## src/rtl/hazard_pkg.sv

```systemverilog
// hazard_pkg
//   Shared constants and types for the hazard/forwarding controller.
//   - FWD_RF / FWD_W / FWD_M : operand forward-select encodings
//   - RESULT_LOAD            : ResultSrc encoding that marks a load in E
//   - mdu_state_e            : state of the MDU stall engine (IDLE/BUSY)
package hazard_pkg;

  localparam logic [1:0] FWD_RF = 2'b00;  // operand from register file
  localparam logic [1:0] FWD_W  = 2'b01;  // operand from W-stage result
  localparam logic [1:0] FWD_M  = 2'b10;  // operand from M-stage ALU result

  localparam logic [1:0] RESULT_LOAD = 2'b01;

  typedef enum logic {
    IDLE = 1'b0,
    BUSY = 1'b1
  } mdu_state_e;

endpackage

```

## src/rtl/mdu_stall_ctr.sv

```systemverilog
// mdu_stall_ctr
//   Stall engine for the multi-cycle MDU sitting in E. A start seen in IDLE
//   stalls immediately and loads a down-counter; the stall is held while the
//   counter is nonzero, so the MDU instruction occupies E for exactly MDU_LAT
//   cycles when memory does not stall. If memory is waiting when the count
//   expires, the engine parks in BUSY (count 0, no MDU stall) until M frees up.
// Parameters:
//   MDU_LAT : cycles an MDU op occupies E, legal range 2..64
// Ports:
//   clk, rst_n : clock, asynchronous active-low reset
//   start      : E holds an MDU instruction (level); ignored while BUSY
//   mw         : data memory wait in M
//   ms         : MDU stall request (combinational)
//   busy       : engine is in BUSY (state exposure)
module mdu_stall_ctr
  import hazard_pkg::*;
#(
  parameter int MDU_LAT = 4
) (
  input  logic clk,
  input  logic rst_n,
  input  logic start,
  input  logic mw,
  output logic ms,
  output logic busy
);

  localparam int CW = $clog2(MDU_LAT);
  // The start cycle itself is one stall cycle, so BUSY counts the rest.
  localparam logic [CW-1:0] CNT_LOAD = CW'(MDU_LAT - 2);

  mdu_state_e    state;
  logic [CW-1:0] cnt;

  always_ff @(posedge clk or negedge rst_n) begin
    if (!rst_n) begin
      state <= IDLE;
      cnt   <= '0;
    end else begin
      case (state)
        IDLE: begin
          if (start) begin
            state <= BUSY;
            cnt   <= CNT_LOAD;
          end
        end
        BUSY: begin
          // Counting continues through memory waits; only the exit waits on M.
          if (cnt != '0) begin
            cnt <= cnt - 1'b1;
          end else if (!mw) begin
            state <= IDLE;
          end
        end
        default: begin
          state <= IDLE;
          cnt   <= '0;
        end
      endcase
    end
  end

  // Gating with rst_n makes the stall drop the instant reset asserts, even if
  // the datapath still presents a held start.
  always_comb begin
    ms = 1'b0;
    if (rst_n) begin
      if (state == IDLE) ms = start;
      else               ms = (cnt != '0);
    end
  end

  assign busy = (state == BUSY);

endmodule

```

## src/rtl/hazard_unit_mc.sv

```systemverilog
// hazard_unit_mc
//   Hazard and forwarding controller for the 5-stage RV32 pipeline F/D/E/M/W.
//   Forwards from M/W, stalls on load-use, stalls E for a multi-cycle MDU and
//   M for variable-latency data memory, and flushes on taken branches only
//   when E actually advances.
//   Priority of causes: memory wait > MDU stall > load-use > redirect.
// Parameters:
//   REG_AW  : register address width
//   MDU_LAT : cycles an MDU op occupies E (2..64)
// Ports:
//   clk_i, rst_n_i                   : clock, asynchronous active-low reset
//   RS_addrD_i, RT_addrD_i           : D-stage sources
//   RS_addrE_i, RT_addrE_i, RD_addrE_i : E-stage sources / destination
//   ResultSrcE_i                     : E result select (01 = load)
//   PC_SrcE_i                        : branch/jump taken in E
//   MduStartE_i                      : E holds an MDU op (level)
//   RD_addrM_i, RegWriteM_i          : M writeback info
//   MemReqM_i, MemReadyM_i           : M memory request / completion
//   RD_addrW_i, RegWriteW_i          : W writeback info
//   Stall{F,D,E,M}_o                 : hold stage registers
//   Flush{D,E,M,W}_o                 : bubble into stage registers
//   RedirectE_o                      : PC mux may take the branch target
//   Forward1E_o, Forward2E_o         : 00 RF, 01 W result, 10 M ALU result
//   MduBusy_o                        : MDU engine in BUSY
// Optional build macro HAZARD_PERF_CNT_EN adds 32-bit wrapping counters:
//   LoadStallCnt_o, MduStallCnt_o, MemStallCnt_o, FlushCnt_o
module hazard_unit_mc
  import hazard_pkg::*;
#(
  parameter int REG_AW  = 5,
  parameter int MDU_LAT = 4
) (
  input  logic              clk_i,
  input  logic              rst_n_i,
  input  logic [REG_AW-1:0] RS_addrD_i,
  input  logic [REG_AW-1:0] RT_addrD_i,
  input  logic [REG_AW-1:0] RS_addrE_i,
  input  logic [REG_AW-1:0] RT_addrE_i,
  input  logic [REG_AW-1:0] RD_addrE_i,
  input  logic [1:0]        ResultSrcE_i,
  input  logic              PC_SrcE_i,
  input  logic              MduStartE_i,
  input  logic [REG_AW-1:0] RD_addrM_i,
  input  logic              RegWriteM_i,
  input  logic              MemReqM_i,
  input  logic              MemReadyM_i,
  input  logic [REG_AW-1:0] RD_addrW_i,
  input  logic              RegWriteW_i,
  output logic              StallF_o,
  output logic              StallD_o,
  output logic              StallE_o,
  output logic              StallM_o,
  output logic              FlushD_o,
  output logic              FlushE_o,
  output logic              FlushM_o,
  output logic              FlushW_o,
  output logic              RedirectE_o,
  output logic [1:0]        Forward1E_o,
  output logic [1:0]        Forward2E_o,
  output logic              MduBusy_o
`ifdef HAZARD_PERF_CNT_EN
  ,
  output logic [31:0]       LoadStallCnt_o,
  output logic [31:0]       MduStallCnt_o,
  output logic [31:0]       MemStallCnt_o,
  output logic [31:0]       FlushCnt_o
`endif
);

  // M wins over W because it holds the younger write of the same register.
  function automatic logic [1:0] fwd_sel(
    input logic [REG_AW-1:0] s,
    input logic [REG_AW-1:0] rd_m,
    input logic              we_m,
    input logic [REG_AW-1:0] rd_w,
    input logic              we_w
  );
    logic [1:0] sel;
    sel = FWD_RF;
    if (s != '0) begin
      if (we_m && (s == rd_m))      sel = FWD_M;
      else if (we_w && (s == rd_w)) sel = FWD_W;
    end
    return sel;
  endfunction

  logic lu;   // load-use hazard between E and D
  logic mw;   // data memory wait in M
  logic ms;   // MDU stall request

  assign Forward1E_o = fwd_sel(RS_addrE_i, RD_addrM_i, RegWriteM_i, RD_addrW_i, RegWriteW_i);
  assign Forward2E_o = fwd_sel(RT_addrE_i, RD_addrM_i, RegWriteM_i, RD_addrW_i, RegWriteW_i);

  // Only real loads stall; other non-ALU results are already available in M.
  assign lu = (ResultSrcE_i == RESULT_LOAD) && (RD_addrE_i != '0) &&
              ((RD_addrE_i == RS_addrD_i) || (RD_addrE_i == RT_addrD_i));

  assign mw = MemReqM_i & ~MemReadyM_i;

  mdu_stall_ctr #(
    .MDU_LAT (MDU_LAT)
  ) u_mdu_stall_ctr (
    .clk   (clk_i),
    .rst_n (rst_n_i),
    .start (MduStartE_i),
    .mw    (mw),
    .ms    (ms),
    .busy  (MduBusy_o)
  );

  assign StallM_o = mw;
  assign FlushW_o = mw;
  assign StallE_o = mw | ms;
  // While M is frozen by memory it must keep its instruction, not take a bubble.
  assign FlushM_o = ms & ~mw;
  assign StallD_o = mw | ms | lu;
  assign StallF_o = mw | ms | lu;

  // A branch frozen in E redirects only in the cycle E advances, so the
  // redirect fires exactly once.
  assign RedirectE_o = PC_SrcE_i & ~StallE_o;
  assign FlushD_o    = RedirectE_o;
  assign FlushE_o    = RedirectE_o | (lu & ~StallE_o);

`ifdef HAZARD_PERF_CNT_EN
  always_ff @(posedge clk_i or negedge rst_n_i) begin
    if (!rst_n_i) begin
      LoadStallCnt_o <= '0;
      MduStallCnt_o  <= '0;
      MemStallCnt_o  <= '0;
      FlushCnt_o     <= '0;
    end else begin
      // Each stalled cycle is charged to its highest-priority cause only.
      if (lu & ~mw & ~ms) LoadStallCnt_o <= LoadStallCnt_o + 32'd1;
      if (ms & ~mw)       MduStallCnt_o  <= MduStallCnt_o + 32'd1;
      if (mw)             MemStallCnt_o  <= MemStallCnt_o + 32'd1;
      if (RedirectE_o)    FlushCnt_o     <= FlushCnt_o + 32'd1;
    end
  end
`endif

endmodule

```

## config.mk

```make
export PLATFORM = sky130hd
export DESIGN_NAME = hazard_unit_mc
export DESIGN_NICKNAME = d
export VERILOG_FILES = /design/src/rtl/hazard_pkg.sv /design/src/rtl/mdu_stall_ctr.sv /design/src/rtl/hazard_unit_mc.sv
export SDC_FILE = /design/constraint.sdc
export NUM_CORES = 1
export LEC_CHECK = 0
export ABC_CLOCK_PERIOD_IN_PS = 4500
export CORE_UTILIZATION = 33
export DETAILED_ROUTE_END_ITERATION = 12
export PLACE_DENSITY = 0.93
export REMOVE_ABC_BUFFERS = 1
export SYNTH_ARGS = -nofsm -noshare
export SYNTH_HDL_FRONTEND = slang
export SYNTH_SLANG_ARGS = --single-unit
```

## constraint.sdc

```tcl
create_clock -name clk_i -period 4.5 [get_ports clk_i]
set_input_delay 0.9 -clock clk_i [delete_from_list [all_inputs] [get_ports clk_i]]
set_output_delay 0.9 -clock clk_i [all_outputs]
set_load 0.1 [all_outputs]
```

=== After elaboration in Yosys (flattened, before gate mapping) ===
Index checks and enable logic that the tools add are counted.

* Input port bits: 45
* Logic and storage cells: 50
* Flip-flop bits (word level): 3
* Output and inout port bits: 14

* Bitwise gates (word level): 11
* Multiplexer cells: 15
* $add $sub $neg: 1
* Reductions and logical operators: 12
* Equality and inequality tests: 9

{| class="wikitable"
|+ Operators by type and width
! operator !! count
|-
| 5-bit == test || 6
|-
| 5-bit nonzero test || 3
|-
| 2-bit two-way mux || 6
|-
| 1-bit two-way mux || 7
|-
| 1-bit logical AND || 6
|-
| 1-bit AND || 4
|-
| 2-bit inequality test, second input constant || 2
|-
| 1-bit inverter || 4
|-
| 2-bit case mux with 2 select lines || 1
|-
| 1-bit OR || 3
|-
| 2-bit by 1-bit == test with 1-bit output, second input constant || 1
|-
| 1-bit case mux with 2 select lines || 1
|-
| 2-bit AND reduction || 1
|-
| 2-bit nonzero test || 1
|-
| 2-bit by 1-bit subtractor with 2-bit output, second input constant || 1
|-
| 1-bit logical OR || 1
|}

=== Longest topological paths before layout ===
* Word-level depth: 7
* Gate-level depth with buffers: 6

=== Cells and area by module ===
From an unflattened synthesis, not the netlist that was laid out.

* Cell total of the unflattened synthesis: 85
* Area total of the unflattened synthesis: 626.9 µm²

{| class="wikitable"
|+ By module, submodules not included
! module !! cells an instance !! area an instance (µm²) !! times used
|-
| hazard_unit_mc || 68 || 471.7 || 1
|-
| mdu_stall_ctr || 17 || 155.1 || 1
|}

=== Worst setup path before layout ===
OpenSTA, ideal clock, no wires.

* Path kind: input port to output port
* From: input MemReadyM_i
* To: output StallF_o
* Required time: 3.600 ns
* Data arrival time: 4.160 ns
* Path buffers: 1
* Cell stages on the path: 4
* Setup slack: -0.560 ns
* Path through: nor2b_1 > a31oi_4 > o21ai_0 > buf_4

* Word-level cells in the longest chain between the ends: 4

{| class="wikitable"
|+ Ends and longest elaborated chain
! element !! RTL line !! text
|-
| start, declared || hazard_unit_mc.sv:46 || <nowiki>input logic MemReadyM_i,</nowiki>
|-
| 1-bit inverter || hazard_unit_mc.sv:98 || <nowiki>assign mw = MemReqM_i & ~MemReadyM_i;</nowiki>
|-
| 1-bit AND || hazard_unit_mc.sv:98 ||
|-
| 1-bit OR (2 in series) || - ||
|-
| end, declared || hazard_unit_mc.sv:49 || <nowiki>output logic StallF_o,</nowiki>
|}

No other way between the ends.

=== Final worst setup path ===
* From: input RS_addrE_i[2]
* To: output Forward1E_o[1]

* Word-level cells in the longest chain between the ends: 4
* Elaborated cells on any way between the ends: 5

{| class="wikitable"
|+ Ends and longest elaborated chain
! element !! RTL line !! text
|-
| start, declared || hazard_unit_mc.sv:37 || <nowiki>input logic [REG_AW-1:0] RS_addrE_i,</nowiki>
|-
| 5-bit == test || hazard_unit_mc.sv:81 || <nowiki>if (we_m && (s == rd_m)) sel = FWD_M;</nowiki>
|-
| 1-bit logical AND || hazard_unit_mc.sv:81 ||
|-
| 2-bit two-way mux || hazard_unit_mc.sv:81 ||
|-
| 2-bit two-way mux (*) || hazard_unit_mc.sv:80 || <nowiki>if (s != '0) begin</nowiki>
|-
| end, declared || hazard_unit_mc.sv:58 || <nowiki>output logic [1:0] Forward1E_o,</nowiki>
|}

Mark *: on every way between the ends. The rest lies on a longest branch, timed or not.

==> run_results.csv <==
group,metric,value,unit
clock_tree,cts_buffers,3,
outcome,status,"finished clean",
clock_tree,cts_resized,0,
timing,whs,0.4861,ns
timing,skew,0.001819,ns
logic_synthesis,yosys_most_used_dff,"dfrtp_1",
timing,period_share,76.76,%
critical_path,cp_num_buf_inv,2,
drt,postRouteAntennaNets,0,
timing,relSlewSlack,35.11,%
timing,hold_viol_final,0,
clock_tree,cts_setup_buffers,0,
power,peakVddDrop,0.3640,mV
drt,dr.first_iter.drc_count,15,
power,p_leak,0.5081,nW
critical_path,cpPeakStageDelay,0.48,ns
clock_tree,cts_root_buffer,"clkbuf_4",
drt,vias,808,
cells_and_area,final_layout_size_suffix_gt1_share,14.48,%
power,p_sw,272.8,uW
clock_tree,clk_pin_slew,0.04,ns
power,power_frac_clock,10.2,%
critical_path,cp_slowest_cell,"clkdlybuf4s50_1",
logic_synthesis,yosysUniqueCellTypes,27,
power,sw_frac_of_total,59.25,%
logic_synthesis,syn_avg_cell_area,7.609,sq um
clock_tree,hold_buffers,0,
logic_synthesis,yosys.area.top_type,"xor2_1",
cells_and_area,multiInputGateArea,538.0,sq um
logic_synthesis,synth.area.top_cells,"xor2_1, dfrtp_1, xnor2_1",
power,power_density,372.1,nW/um^2
cells_and_area,ff_latch_area,75.07,sq um
critical_path,cp_top_family,"buffers and inverters",
placed_design,hpwl,1931,um
critical_path,cp-start-kind,"primary input",
critical_path,end_kind,"output pin",
grt,grt_pass1_wl,3105,um
clock_tree,h-tree-depth,1,
drt,dr.pass1.iters,4,
logic_synthesis,synth_warnings,0,
cells_and_area,finish.net_count,192,
cells_and_area,final_cell_area,1237,sq um
logic_synthesis,synth-seq-cells,3,
cells_and_area,final_cells,170,
timing,slew_viol_final,0,
floorplanning,design.die.area,2165,sq um
critical_path,cp_max_fo,3,
floorplanning,start_util,36.70,%
logic_synthesis,synth_edf_count,0,
clock_tree,cts_tree,"built",
placed_design,place_inst,166,
critical_path,path_class,"in -> out",
drt,viasPerCell,4.753,
critical_path,crit_arrival,2.55,ns
placed_design,gp_congestion,0.7611,
logic_synthesis,synthArstFlopShare,100.0,%
timing,min_period,3.454,ns
timing,tns,0,ns
timing,rsz0062_at_grt,"no",
logic_synthesis,seq_area_frac_synth,11.47,%
floorplanning,ios,59,
power,power_frac_seq,12.1,%
cells_and_area,area_delta_synth_final,89.10,%
timing,finalSetupViolCount,0,
placed_design,portBuffers,58,
logic_synthesis,synth_cells,86,
critical_path,cp.required,3.60,ns
timing,maxClockFrequency,289.5,MHz
drt,wl_per_cell,12.78,um
placed_design,place_area,1211,sq um
placed_design,pre_cts_ws,1.047,ns
timing,fin_ws,1.046,ns
power,share_comb_of_total_power,77.7,%
critical_path,worstPathCellList,"clkdlybuf4s50_1 > xor2_1 > nor4_1 > and3_1 > a21boi_2 > buf_4",
floorplanning,die_w,46.53,um
cells_and_area,fillers,138,
drt,drt-total-wl,2173,um
cells_and_area,antenna_cells,0,
grt,grtUsageTotal,20.95,%
grt,grt_overflow,0,
logic_synthesis,synth_most_common_cell,"xor2_1",
floorplanning,coreArea,1783,sq um
job,max_cap_violations,0,
logic_synthesis,synth_top_area_share,28.11,%
logic_synthesis,syn_area,654.4,sq um
floorplanning,fp.dieH,46.53,um
timing,worst_pin_slew,0.9702,ns
grt,grt_pass1_vias,776,
power,intPower,187.6,uW
grt,antenna_found_initial,0,
drt,drc,0,
floorplanning,core.rowCount,15,
clock_tree,cts.sinks,3,
logic_synthesis,synth_top_cells_by_count,"xor2_1, nor2_1, xnor2_1",
grt,grt_max_degree,8,
worst_hold_path,hp-class,"reg -> reg",
clock_tree,clock_path_buffers,2,
clock_tree,clkLatencyLatePin,0.23,ns
## placed cells by master, fill, tap and decap left out
cell type         n
nand4b_1          1
or2_1             1
o21bai_1          1
xor2_1           21
xnor2_1           8
and3_1            1
nand2_1           4
inv_1             5
buf_4            13
nor4b_2           1
and2_4            1
nor3_1            6
a21boi_2          1
nor2b_1           1
o21ai_0           1
a21oi_1           5
nor2_1            9
clkbuf_1          1
clkbuf_4          3
dfrtp_1           3
ha_1              1
a22oi_1           2
nor4_1            3
nand3b_1          1
or4_1             1
a31oi_4           1
nand3_1           2
clkdlybuf4s50_1  45
nand4_1           1
nor2_2            1
## per-layer routing
metal	vias to the layer above	wire, um	share of wire (%)	track usage, %
met3	8	110	5.1	4.706
met2	29	1146	53	35.83
met5	-	0	0	0
met1	360	838	39	21.36
li1	411	-	-	-
met4	0	78	3.6	17.06
## registers in the layout, summed over array words and instances (netlist names)
name / count
u_mdu_stall_ctr.cnt: 2
u_mdu_stall_ctr.busy: 1
## layout make-up
class,instances,area share [%]
Clock buffer,4,2.123
Timing Repair Buffer,58,44.29
Tap cell,25,2.528
Inverter,5,1.517
Multi-Input combinational cell,75,43.48
Sequential cell,3,6.067
## final timing paths
| path | startpoint | endpoint | slack [ns] | cells after the start |
|---|---|---|---|---|
| worst min-delay path | u_mdu_stall_ctr.cnt[0] | u_mdu_stall_ctr.cnt[0] | 0.49 | 1 |
| min in group asynchronous | rst_n_i | u_mdu_stall_ctr.busy | 0.91 | 1 |
| worst min register to register | u_mdu_stall_ctr.cnt[0] | u_mdu_stall_ctr.cnt[0] | 0.49 | 1 |
| worst max-delay path | RS_addrE_i[2] | Forward1E_o[1] | 1.05 | 6 |
| max in group asynchronous | rst_n_i | u_mdu_stall_ctr.cnt[1] | 3.37 | 1 |
| worst max register to register | u_mdu_stall_ctr.cnt[0] | u_mdu_stall_ctr.busy | 3.38 | 5 |
## worst reg2reg max path, stage by stage, from the launching register on
cell and delay [ns]:
dfrtp_1 0.39, inv_1 0.08, ha_1 0.23, nand2_1 0.13
nor2_1 0.12, nor2_1 0.05
## power groups by stage
stage                     combinational [mW]  clock [mW]  sequential (mW)
after floorplan                        0.222           0           0.0838
after global placement                 0.347           0           0.0530
after detailed placement               0.357           0           0.0552
after CTS                              0.357      0.0508           0.0548
after global routing                   0.375      0.0528           0.0570
final                                  0.358      0.0469           0.0556
## kinds of logic after synthesis
family                   count (synthesis)  share of synthesized area [%]
XOR/XNOR                                29                          38.82
AO/OA/AOI/OAI                           11                          13.00
buffers and inverters                    8                          6.310
adder cells (fa/ha/maj)                  1                          1.912
flip-flops                               3                          11.47
AND/OR/NAND/NOR                         34                          28.49
## metrics by stage
step	util, %	power, mW
final	69.40	0.4604
after global routing	69.40	0.4849
after CTS	69.40	0.4631
after detailed placement	67.93	0.4119
after global placement	67.93	0.3999
after floorplan	-	0.3059
Note: power is estimated with default switching activity, not from simulation.
